===== config.mk =====
export PLATFORM = sky130hd
export DESIGN_NAME = seg_share_ctrl_flat
export DESIGN_NICKNAME = d
export VERILOG_FILES = /design/src/rtl/seg_pkg.sv /design/src/rtl/seg_share_ctrl_if.sv /design/src/rtl/bcd_to_seg7.sv /design/src/rtl/seg_share_ctrl.sv /design/src/flat_wrapper.sv
export SDC_FILE = /design/constraint.sdc
export NUM_CORES = 1
export LEC_CHECK = 0
export CORE_MARGIN = 2
export CORE_UTILIZATION = 55
export DETAILED_ROUTE_END_ITERATION = 10
export HOLD_SLACK_MARGIN = 0.03
export PLACE_DENSITY = 0.84
export SLEW_MARGIN = 20
export SYNTH_ARGS = -nofsm -noshare
export SYNTH_HDL_FRONTEND = slang
export SYNTH_HIERARCHICAL = 1
export SYNTH_SLANG_ARGS = --single-unit

===== constraint.sdc =====
create_clock -name clk -period 6.8 [get_ports clk]
set_input_delay 1.36 -clock clk [delete_from_list [all_inputs] [get_ports clk]]
set_output_delay 1.36 -clock clk [all_outputs]
set_load 0.1 [all_outputs]

===== src/rtl/seg_pkg.sv =====
// Shared definitions for the shared 4-digit seven-segment display controller.
// Holds the digit glyphs, the blank glyph, the controller state encoding and
// the requester index constants.
//   Glyph bit order is {a,b,c,d,e,f,g,dp}, active-high, a = MSB. The decimal
//   point bit is always 0 in these constants and is merged in by the decoder.
package seg_pkg;

  localparam logic [7:0] SEG_0     = 8'b1111_1100;
  localparam logic [7:0] SEG_1     = 8'b0110_0000;
  localparam logic [7:0] SEG_2     = 8'b1101_1010;
  localparam logic [7:0] SEG_3     = 8'b1111_0010;
  localparam logic [7:0] SEG_4     = 8'b0110_0110;
  localparam logic [7:0] SEG_5     = 8'b1011_0110;
  localparam logic [7:0] SEG_6     = 8'b1011_1110;
  localparam logic [7:0] SEG_7     = 8'b1110_0000;
  localparam logic [7:0] SEG_8     = 8'b1111_1110;
  localparam logic [7:0] SEG_9     = 8'b1111_0110;
  localparam logic [7:0] SEG_BLANK = 8'b0000_0000;

  typedef enum logic [1:0] {
    IDLE  = 2'd0,
    BLANK = 2'd1,
    OWN   = 2'd2
  } state_t;

  // Requester indices into req / grant.
  localparam int REQ_TRIP  = 0;
  localparam int REQ_STATE = 1;
  localparam int REQ_ALERT = 2;

  typedef logic [1:0] owner_t;

endpackage


===== src/rtl/seg_share_ctrl_if.sv =====
// Bus bundle between the display requesters and seg_share_ctrl.
//   req        : display requests [0] trip timer, [1] car state, [2] alert
//   bcd0..bcd2 : four BCD digits per requester, [3:0] = rightmost digit
//   dp0..dp2   : decimal-point mask per requester, bit n = digit n
//   seg_out    : segments {a,b,c,d,e,f,g,dp}, active-high
//   seg_en     : one-hot digit enable, 4'b0001 = digit 0
//   grant      : one-hot current owner, 3'b000 when none
//   switching  : high during the blanking cycle between owners
// master = requester side, slave = controller side.
interface seg_share_ctrl_if;
  logic [2:0]  req;
  logic [15:0] bcd0;
  logic [15:0] bcd1;
  logic [15:0] bcd2;
  logic [3:0]  dp0;
  logic [3:0]  dp1;
  logic [3:0]  dp2;
  logic [7:0]  seg_out;
  logic [3:0]  seg_en;
  logic [2:0]  grant;
  logic        switching;

  modport master (
    output req, bcd0, bcd1, bcd2, dp0, dp1, dp2,
    input  seg_out, seg_en, grant, switching
  );

  modport slave (
    input  req, bcd0, bcd1, bcd2, dp0, dp1, dp2,
    output seg_out, seg_en, grant, switching
  );
endinterface


===== src/rtl/bcd_to_seg7.sv =====
// Combinational BCD to seven-segment decoder.
//   bcd : 4-bit digit; 0-9 decode to glyphs, 10-15 decode to all segments off
//   dp  : decimal point, always copied to seg[0] (also for blanked codes)
//   seg : {a,b,c,d,e,f,g,dp}, active-high
module bcd_to_seg7
  import seg_pkg::*;
(
  input  logic [3:0] bcd,
  input  logic       dp,
  output logic [7:0] seg
);

  logic [7:0] glyph;

  always_comb begin
    glyph = SEG_BLANK;
    case (bcd)
      4'd0:    glyph = SEG_0;
      4'd1:    glyph = SEG_1;
      4'd2:    glyph = SEG_2;
      4'd3:    glyph = SEG_3;
      4'd4:    glyph = SEG_4;
      4'd5:    glyph = SEG_5;
      4'd6:    glyph = SEG_6;
      4'd7:    glyph = SEG_7;
      4'd8:    glyph = SEG_8;
      4'd9:    glyph = SEG_9;
      default: glyph = SEG_BLANK;
    endcase
    // Glyph constants carry dp = 0, so OR-ing places the decimal point.
    seg = glyph | {7'b000_0000, dp};
  end

endmodule


===== src/rtl/seg_share_ctrl.sv =====
// Arbiter and multiplexer that lets three requesters share one 4-digit
// seven-segment display.
//   clk   : system clock, posedge
//   rst_n : asynchronous active-low reset
//   bus   : seg_share_ctrl_if.slave (requests, digit data in; segments,
//           digit enables, grant and switching out)
// The alert requester (2) preempts immediately and keeps the display while it
// requests. Requesters 0 and 1 share round-robin; an owner keeps the display
// for at least MIN_HOLD cycles before rotating to a waiting peer. Every owner
// change passes through one blank cycle.
module seg_share_ctrl
  import seg_pkg::*;
#(
  parameter int SCAN_TICKS = 330000,
  parameter int MIN_HOLD   = 100000000
) (
  input logic             clk,
  input logic             rst_n,
  seg_share_ctrl_if.slave bus
);

  localparam int HOLD_W = (MIN_HOLD > 0) ? $clog2(MIN_HOLD + 1) : 1;
  localparam int SCAN_W = (SCAN_TICKS > 1) ? $clog2(SCAN_TICKS) : 1;
  localparam logic [HOLD_W-1:0] HOLD_MAX  = HOLD_W'(MIN_HOLD);
  localparam logic [SCAN_W-1:0] SCAN_LAST = SCAN_W'(SCAN_TICKS - 1);
  localparam owner_t OWNER_ALERT = owner_t'(REQ_ALERT);

  state_t              state_reg, state_next;
  owner_t              owner_reg, owner_next;
  logic                rr_reg, rr_next;       // 0/1 requester tried first
  logic [HOLD_W-1:0]   hold_reg, hold_next;
  logic [SCAN_W-1:0]   scan_reg, scan_next;
  logic [1:0]          digit_reg, digit_next;
  logic [7:0]          seg_out_reg;
  logic [3:0]          seg_en_reg, seg_en_next;

  logic [HOLD_W-1:0]   hold_inc;
  logic                hold_done;
  logic                owner_req;
  logic                other_req;
  owner_t              sel_owner;

  // Alert first, otherwise the round-robin favourite if it is requesting,
  // otherwise its peer. Only consulted when some request is high.
  function automatic owner_t pick_owner(input logic [2:0] r, input logic rr);
    logic rr_hit;
    rr_hit = rr ? r[1] : r[0];
    if (r[REQ_ALERT]) return OWNER_ALERT;
    return rr_hit ? {1'b0, rr} : {1'b0, ~rr};
  endfunction

  assign sel_owner = pick_owner(bus.req, rr_reg);
  assign owner_req = (owner_reg == OWNER_ALERT) ? bus.req[2] :
                     (owner_reg[0] ? bus.req[1] : bus.req[0]);
  assign other_req = owner_reg[0] ? bus.req[0] : bus.req[1];

  // The current OWN cycle counts toward the hold, so rotation happens after
  // exactly MIN_HOLD OWN cycles.
  assign hold_inc  = (hold_reg == HOLD_MAX) ? hold_reg : hold_reg + HOLD_W'(1);
  assign hold_done = (hold_inc == HOLD_MAX);

  always_comb begin
    state_next = state_reg;
    owner_next = owner_reg;
    rr_next    = rr_reg;
    hold_next  = hold_reg;
    scan_next  = scan_reg;
    digit_next = digit_reg;
    case (state_reg)
      IDLE: begin
        hold_next  = '0;
        scan_next  = '0;
        digit_next = '0;
        if (|bus.req) begin
          state_next = BLANK;
          owner_next = sel_owner;
        end
      end
      BLANK: begin
        // Each new owner starts its scan at the rightmost digit.
        state_next = OWN;
        hold_next  = '0;
        scan_next  = '0;
        digit_next = '0;
      end
      OWN: begin
        hold_next = hold_inc;
        if (scan_reg == SCAN_LAST) begin
          scan_next  = '0;
          digit_next = digit_reg + 2'd1;
        end else begin
          scan_next = scan_reg + SCAN_W'(1);
        end
        if (!owner_req) begin
          if (|bus.req) begin
            state_next = BLANK;
            owner_next = sel_owner;
          end else begin
            state_next = IDLE;
          end
        end else if (owner_reg != OWNER_ALERT) begin
          if (bus.req[REQ_ALERT]) begin
            state_next = BLANK;
            owner_next = OWNER_ALERT;
          end else if (hold_done && other_req) begin
            state_next = BLANK;
            owner_next = {1'b0, ~owner_reg[0]};
          end
        end
      end
      default: state_next = IDLE;
    endcase
    // The requester not chosen becomes the favourite for the next pick.
    if (state_next == BLANK && state_reg != BLANK && owner_next != OWNER_ALERT)
      rr_next = ~owner_next[0];
  end

  // Display path: decode from the values the registers are about to take so
  // that the registered seg_en/seg_out line up with state and digit index.
  logic [15:0] word_sel;
  logic [3:0]  mask_sel;
  logic [3:0]  digit_bcd [4];
  logic [3:0]  bcd_sel;
  logic        dp_sel;
  logic [7:0]  seg_dec;

  always_comb begin
    case (owner_next)
      2'd2:    begin word_sel = bus.bcd2; mask_sel = bus.dp2; end
      2'd1:    begin word_sel = bus.bcd1; mask_sel = bus.dp1; end
      default: begin word_sel = bus.bcd0; mask_sel = bus.dp0; end
    endcase
  end

  for (genvar gi = 0; gi < 4; gi++) begin : g_digit
    assign digit_bcd[gi]   = word_sel[gi*4 +: 4];
    assign seg_en_next[gi] = (state_next == OWN) && (digit_next == 2'(gi));
  end

  assign bcd_sel = digit_bcd[digit_next];
  assign dp_sel  = mask_sel[digit_next];

  bcd_to_seg7 u_dec (
    .bcd (bcd_sel),
    .dp  (dp_sel),
    .seg (seg_dec)
  );

  always_ff @(posedge clk or negedge rst_n) begin
    if (!rst_n) begin
      state_reg   <= IDLE;
      owner_reg   <= owner_t'(REQ_TRIP);
      rr_reg      <= 1'b0;
      hold_reg    <= '0;
      scan_reg    <= '0;
      digit_reg   <= '0;
      seg_out_reg <= SEG_BLANK;
      seg_en_reg  <= '0;
    end else begin
      state_reg   <= state_next;
      owner_reg   <= owner_next;
      rr_reg      <= rr_next;
      hold_reg    <= hold_next;
      scan_reg    <= scan_next;
      digit_reg   <= digit_next;
      seg_out_reg <= (state_next == OWN) ? seg_dec : SEG_BLANK;
      seg_en_reg  <= seg_en_next;
    end
  end

  logic [2:0] grant_w;

  always_comb begin
    grant_w = 3'b000;
    if (state_reg == OWN) begin
      case (owner_reg)
        2'd2:    grant_w = 3'b100;
        2'd1:    grant_w = 3'b010;
        default: grant_w = 3'b001;
      endcase
    end
  end

  assign bus.grant     = grant_w;
  assign bus.switching = (state_reg == BLANK);
  assign bus.seg_out   = seg_out_reg;
  assign bus.seg_en    = seg_en_reg;

endmodule


===== src/flat_wrapper.sv =====
// flat-port wrapper written by rule: the top's interface ports become plain ports
module seg_share_ctrl_flat import seg_pkg::*;
#(
  parameter int SCAN_TICKS = 330000,
  parameter int MIN_HOLD   = 100000000
)
  (clk, rst_n, bus_req, bus_bcd0, bus_bcd1, bus_bcd2, bus_dp0, bus_dp1, bus_dp2, bus_seg_out, bus_seg_en, bus_grant, bus_switching);
  seg_share_ctrl_if bus_i ();
  input logic clk;
  input logic rst_n;
  input wire logic [$bits(bus_i.req)-1:0] bus_req;
  input wire logic [$bits(bus_i.bcd0)-1:0] bus_bcd0;
  input wire logic [$bits(bus_i.bcd1)-1:0] bus_bcd1;
  input wire logic [$bits(bus_i.bcd2)-1:0] bus_bcd2;
  input wire logic [$bits(bus_i.dp0)-1:0] bus_dp0;
  input wire logic [$bits(bus_i.dp1)-1:0] bus_dp1;
  input wire logic [$bits(bus_i.dp2)-1:0] bus_dp2;
  output wire logic [$bits(bus_i.seg_out)-1:0] bus_seg_out;
  output wire logic [$bits(bus_i.seg_en)-1:0] bus_seg_en;
  output wire logic [$bits(bus_i.grant)-1:0] bus_grant;
  output wire logic [$bits(bus_i.switching)-1:0] bus_switching;
  assign bus_i.req = bus_req;
  assign bus_i.bcd0 = bus_bcd0;
  assign bus_i.bcd1 = bus_bcd1;
  assign bus_i.bcd2 = bus_bcd2;
  assign bus_i.dp0 = bus_dp0;
  assign bus_i.dp1 = bus_dp1;
  assign bus_i.dp2 = bus_dp2;
  assign bus_seg_out = bus_i.seg_out;
  assign bus_seg_en = bus_i.seg_en;
  assign bus_grant = bus_i.grant;
  assign bus_switching = bus_i.switching;
  seg_share_ctrl #(.SCAN_TICKS(SCAN_TICKS), .MIN_HOLD(MIN_HOLD)) u_core (.clk(clk), .rst_n(rst_n), .bus(bus_i));
endmodule

==> impl_metrics.toml <==
[status]
status = "finished clean"

[route]
drc = 0
firstDrtPassIters = 5
drtIter0Drc = 288
viasPerCell = 5.98
wl_per_cell_um = 15.6
vias = 4244
wirelength_um = 11000
postRouteAntennaNets = 0

[cells_and_area]
antenna_cells = 0
final_nets = 679
syn_to_final_growth_pct = 20.8
layout_commonest_cell = "clkdlybuf4s50_1"
drive_gt1_frac = 0.0628
finish.utilization = 0.678
fillers = 632
largest_register_ffs = 27
final_cell_mix = "clkdlybuf4s50_1, dfrtp_1, nand2_1, o21ai_0, nor2_1"

[power]
power_uw = 2010
p_leak_uw = 0.00225
vdd_drop_max_uv = 293
power_density_mw_per_mm2 = 365

[sta]
final.period_utilization = 0.873
max_slew_margin = 0.344
worst_slew_pin_slew_ps = 980
final.setup.tns_ps = 0
setup_viol = 0
hold_violations = 0
skew_ps = 8.87
finalMaxSlewViolations = 0
worst_slack_ps = 861
rsz0062_at_grt = "no"
clock.fmax_ghz = 0.168
min_period_ps = 5940
holdWs_ps = 518

[worst_setup_path]
startpoint_type = "input port"
path_class = "in2reg"
critPathRequiredTime_ps = 7010
timing.rr.start = "u_core/hold_reg[0]"
critPathMaxFanout = 40
r2r-end = "u_core/bus.seg_out[2]"
crit_top_cell = "mux2i_1"
critical_path.max_stage_delay_ps = 880
critPathArrivalTime_ps = 6150
r2r_slack_ps = 1220
r2r_cells = 19
critical-path-slowest-cell = "ha_1"
worstSetupEndpointType = "flip-flop"
path_cells = "clkdlybuf4s50_1 > nor2b_1 > a2111oi_0 > nand2_1 > nor4b_1 > nand3b_1 > nor3_2 > nor3_1 > a211o_1 > ha_1 > nand2_1 > o21ai_0 > mux2i_1 > mux2i_1 > inv_2 > ha_1 > mux2i_1 > o22ai_1 > nor2b_1"

[min_path]
hold_depth = 1
min_to = "u_core/rr_reg"
hp-class = "reg2reg"
hold_path.startpoint = "u_core/rr_reg"

[yosys]
yosysSeqAreaShare = 0.356
synth_adder_area_share = 0.0356
synth_top_family_by_area = "simple AND/OR/NAND/NOR gates"
avgSynthCellArea_um2 = 8.41
ys_types = 70
netlist_area_mm2 = 0.00456
synth_simple_gate_area_share = 0.265
netlist_instances = 543
synth_edf_count = 0
yosys.area_share.xor_xnor = 0.0710
synth_warnings = 6
syn-num-nets = 621
synthArstFlopShare = 1.00
synth-seq-cells = 65
synth.area.mux_share = 0.0466
synth-compound-area-share = 0.172
synth-main-ff-cell = "dfrtp_1"

[cts]
clkTransAtPathRegs_ps = 70
clock-sinks = 65
hold_buffers = 0
cts_made_buffers = 9
clockBufferDepth = 2
cts.repair.resized = 0
cts_setup_buffers = 0
cts_tree = "yes"
clk_latency_ps = 350
root_buffer = "clkbuf_8"
htree_levels = 3

[floorplan]
die_x_um = 95.1
die_y_um = 95.1
core_area_mm2 = 0.00813
die_area_mm2 = 0.00904
core.rowCount = 33
start_util = 0.561
ios = 81

[placed_design]
dp_slack_ps = 505
portBuffers = 80
dp_hpwl_um = 8170
gp_congestion = 0.906

[global_route]
grt_max_degree = 66
grt_pass1_vias = 4013
grt_antenna_before_repair = 0
grt_usage = 0.261
grt_pass1_wl_um = 18500
grt.overflow.total = 0

[run]
cap_violations = 0
==> cell type report <==
class / instances / area, um2 / share of cell area
multi-input combinational: 423 / 2690 / 0.489
sequential: 65 / 1630 / 0.295
timing repair buffer: 83 / 818 / 0.148
clock buffer: 10 / 138 / 0.0250
tap: 105 / 131 / 0.0238
inverter: 19 / 71.3 / 0.0129
clock inverter: 5 / 32.5 / 0.00590
==> metrics by stage <==
stage | std cells | instance area (um2)
after floorplan | 543 | 4560
after global placement | 695 | 5340
after detailed placement | 695 | 5340
after CTS | 710 | 5510
after global routing | 710 | 5510
final | 710 | 5510
==> cells in the mapped netlist (2+ instances only) <==
| cell | number | share of area |
|---|---|---|
| buf_2 | 8 | 0.0088 |
| inv_1 | 18 | 0.015 |
| or4b_2 | 2 | 0.0044 |
| xor2_1 | 10 | 0.019 |
| nand4_1 | 7 | 0.0096 |
| a21oi_1 | 9 | 0.0099 |
| nand2b_1 | 4 | 0.0055 |
| o211ai_1 | 2 | 0.0033 |
| nand3b_1 | 3 | 0.0049 |
| or2_2 | 3 | 0.0041 |
| o41ai_1 | 2 | 0.0038 |
| nor4b_1 | 6 | 0.012 |
| mux2i_1 | 19 | 0.042 |
| dfrtp_1 | 65 | 0.36 |
| and2_1 | 7 | 0.0096 |
| mux2_2 | 2 | 0.0049 |
| a22oi_1 | 20 | 0.033 |
| a311oi_1 | 2 | 0.0038 |
| o22ai_1 | 5 | 0.0069 |
| a31o_2 | 2 | 0.0038 |
| nor4_1 | 9 | 0.012 |
| a22o_1 | 3 | 0.0058 |
| nand2_1 | 59 | 0.049 |
| a21o_1 | 2 | 0.0033 |
| nor3_1 | 15 | 0.016 |
| nor2b_1 | 11 | 0.015 |
| o21a_1 | 3 | 0.0049 |
| or4_1 | 3 | 0.0049 |
| xnor2_1 | 27 | 0.052 |
| ha_1 | 13 | 0.036 |
| nor2_1 | 49 | 0.040 |
| nor3b_1 | 3 | 0.0049 |
| nand3_1 | 21 | 0.023 |
| or3_1 | 2 | 0.0027 |
| a2111oi_0 | 3 | 0.0058 |
| a211oi_1 | 2 | 0.0033 |
| o21ai_0 | 50 | 0.055 |
| buf_1 | 3 | 0.0025 |
| a31oi_1 | 2 | 0.0027 |
| buf_6 | 3 | 0.0074 |
| and3_1 | 16 | 0.022 |
| clkbuf_1 | 20 | 0.016 |
==> cell families after synthesis <==
kind of cell	Yosys count
fa+ha+maj	13
flops	65
compound gates	120
simple gates	232
buf+inv	55
xor+xnor	37
mux	21
==> critical path, delay by kind of cell <==
family	cells	cell delay [ps]
AOI/OAI and AO/OA	4	860
adders and majority gates	2	1120
buffers and inverters	2	730
muxes	3	760
and+or+nand+nor	8	1310
==> power breakdown <==
part | internal, uW | switching [uW] | leakage (uW)
combinational | 451 | 807 | 0.00128
clock | 138 | 152 | 0.0000802
sequential | 429 | 35.5 | 0.000889
==> routing by layer <==
layer	routed length [um]	global-route usage	part of all wire	up-vias
li1	-	-	-	2051
met1	4780	0.334	0.43	1991
met2	5230	0.423	0.47	182
met3	745	0.0498	0.067	20
met4	283	0.128	0.026	0
met5	0	0	0	-
==> how the worst max path moves through the flow <==
stage | slack (ps) | start | cells past startpoint | end
5_1_grt | 150 | bus_req[0] | 20 | u_core/bus.seg_out[4]
6_report | 860 | bus_req[0] | 19 | u_core/bus.seg_out[2]
3_3_place_gp | 780 | bus_req[0] | 20 | u_core/bus.seg_out[4]
3_5_place_dp | 500 | bus_req[0] | 19 | u_core/bus.seg_out[2]
2_1_floorplan | 2010 | bus_req[0] | 20 | u_core/bus.seg_out[7]
4_1_cts | 880 | bus_req[0] | 19 | u_core/bus.seg_out[2]
No activity file was read; power rests on OpenSTA's default activity.
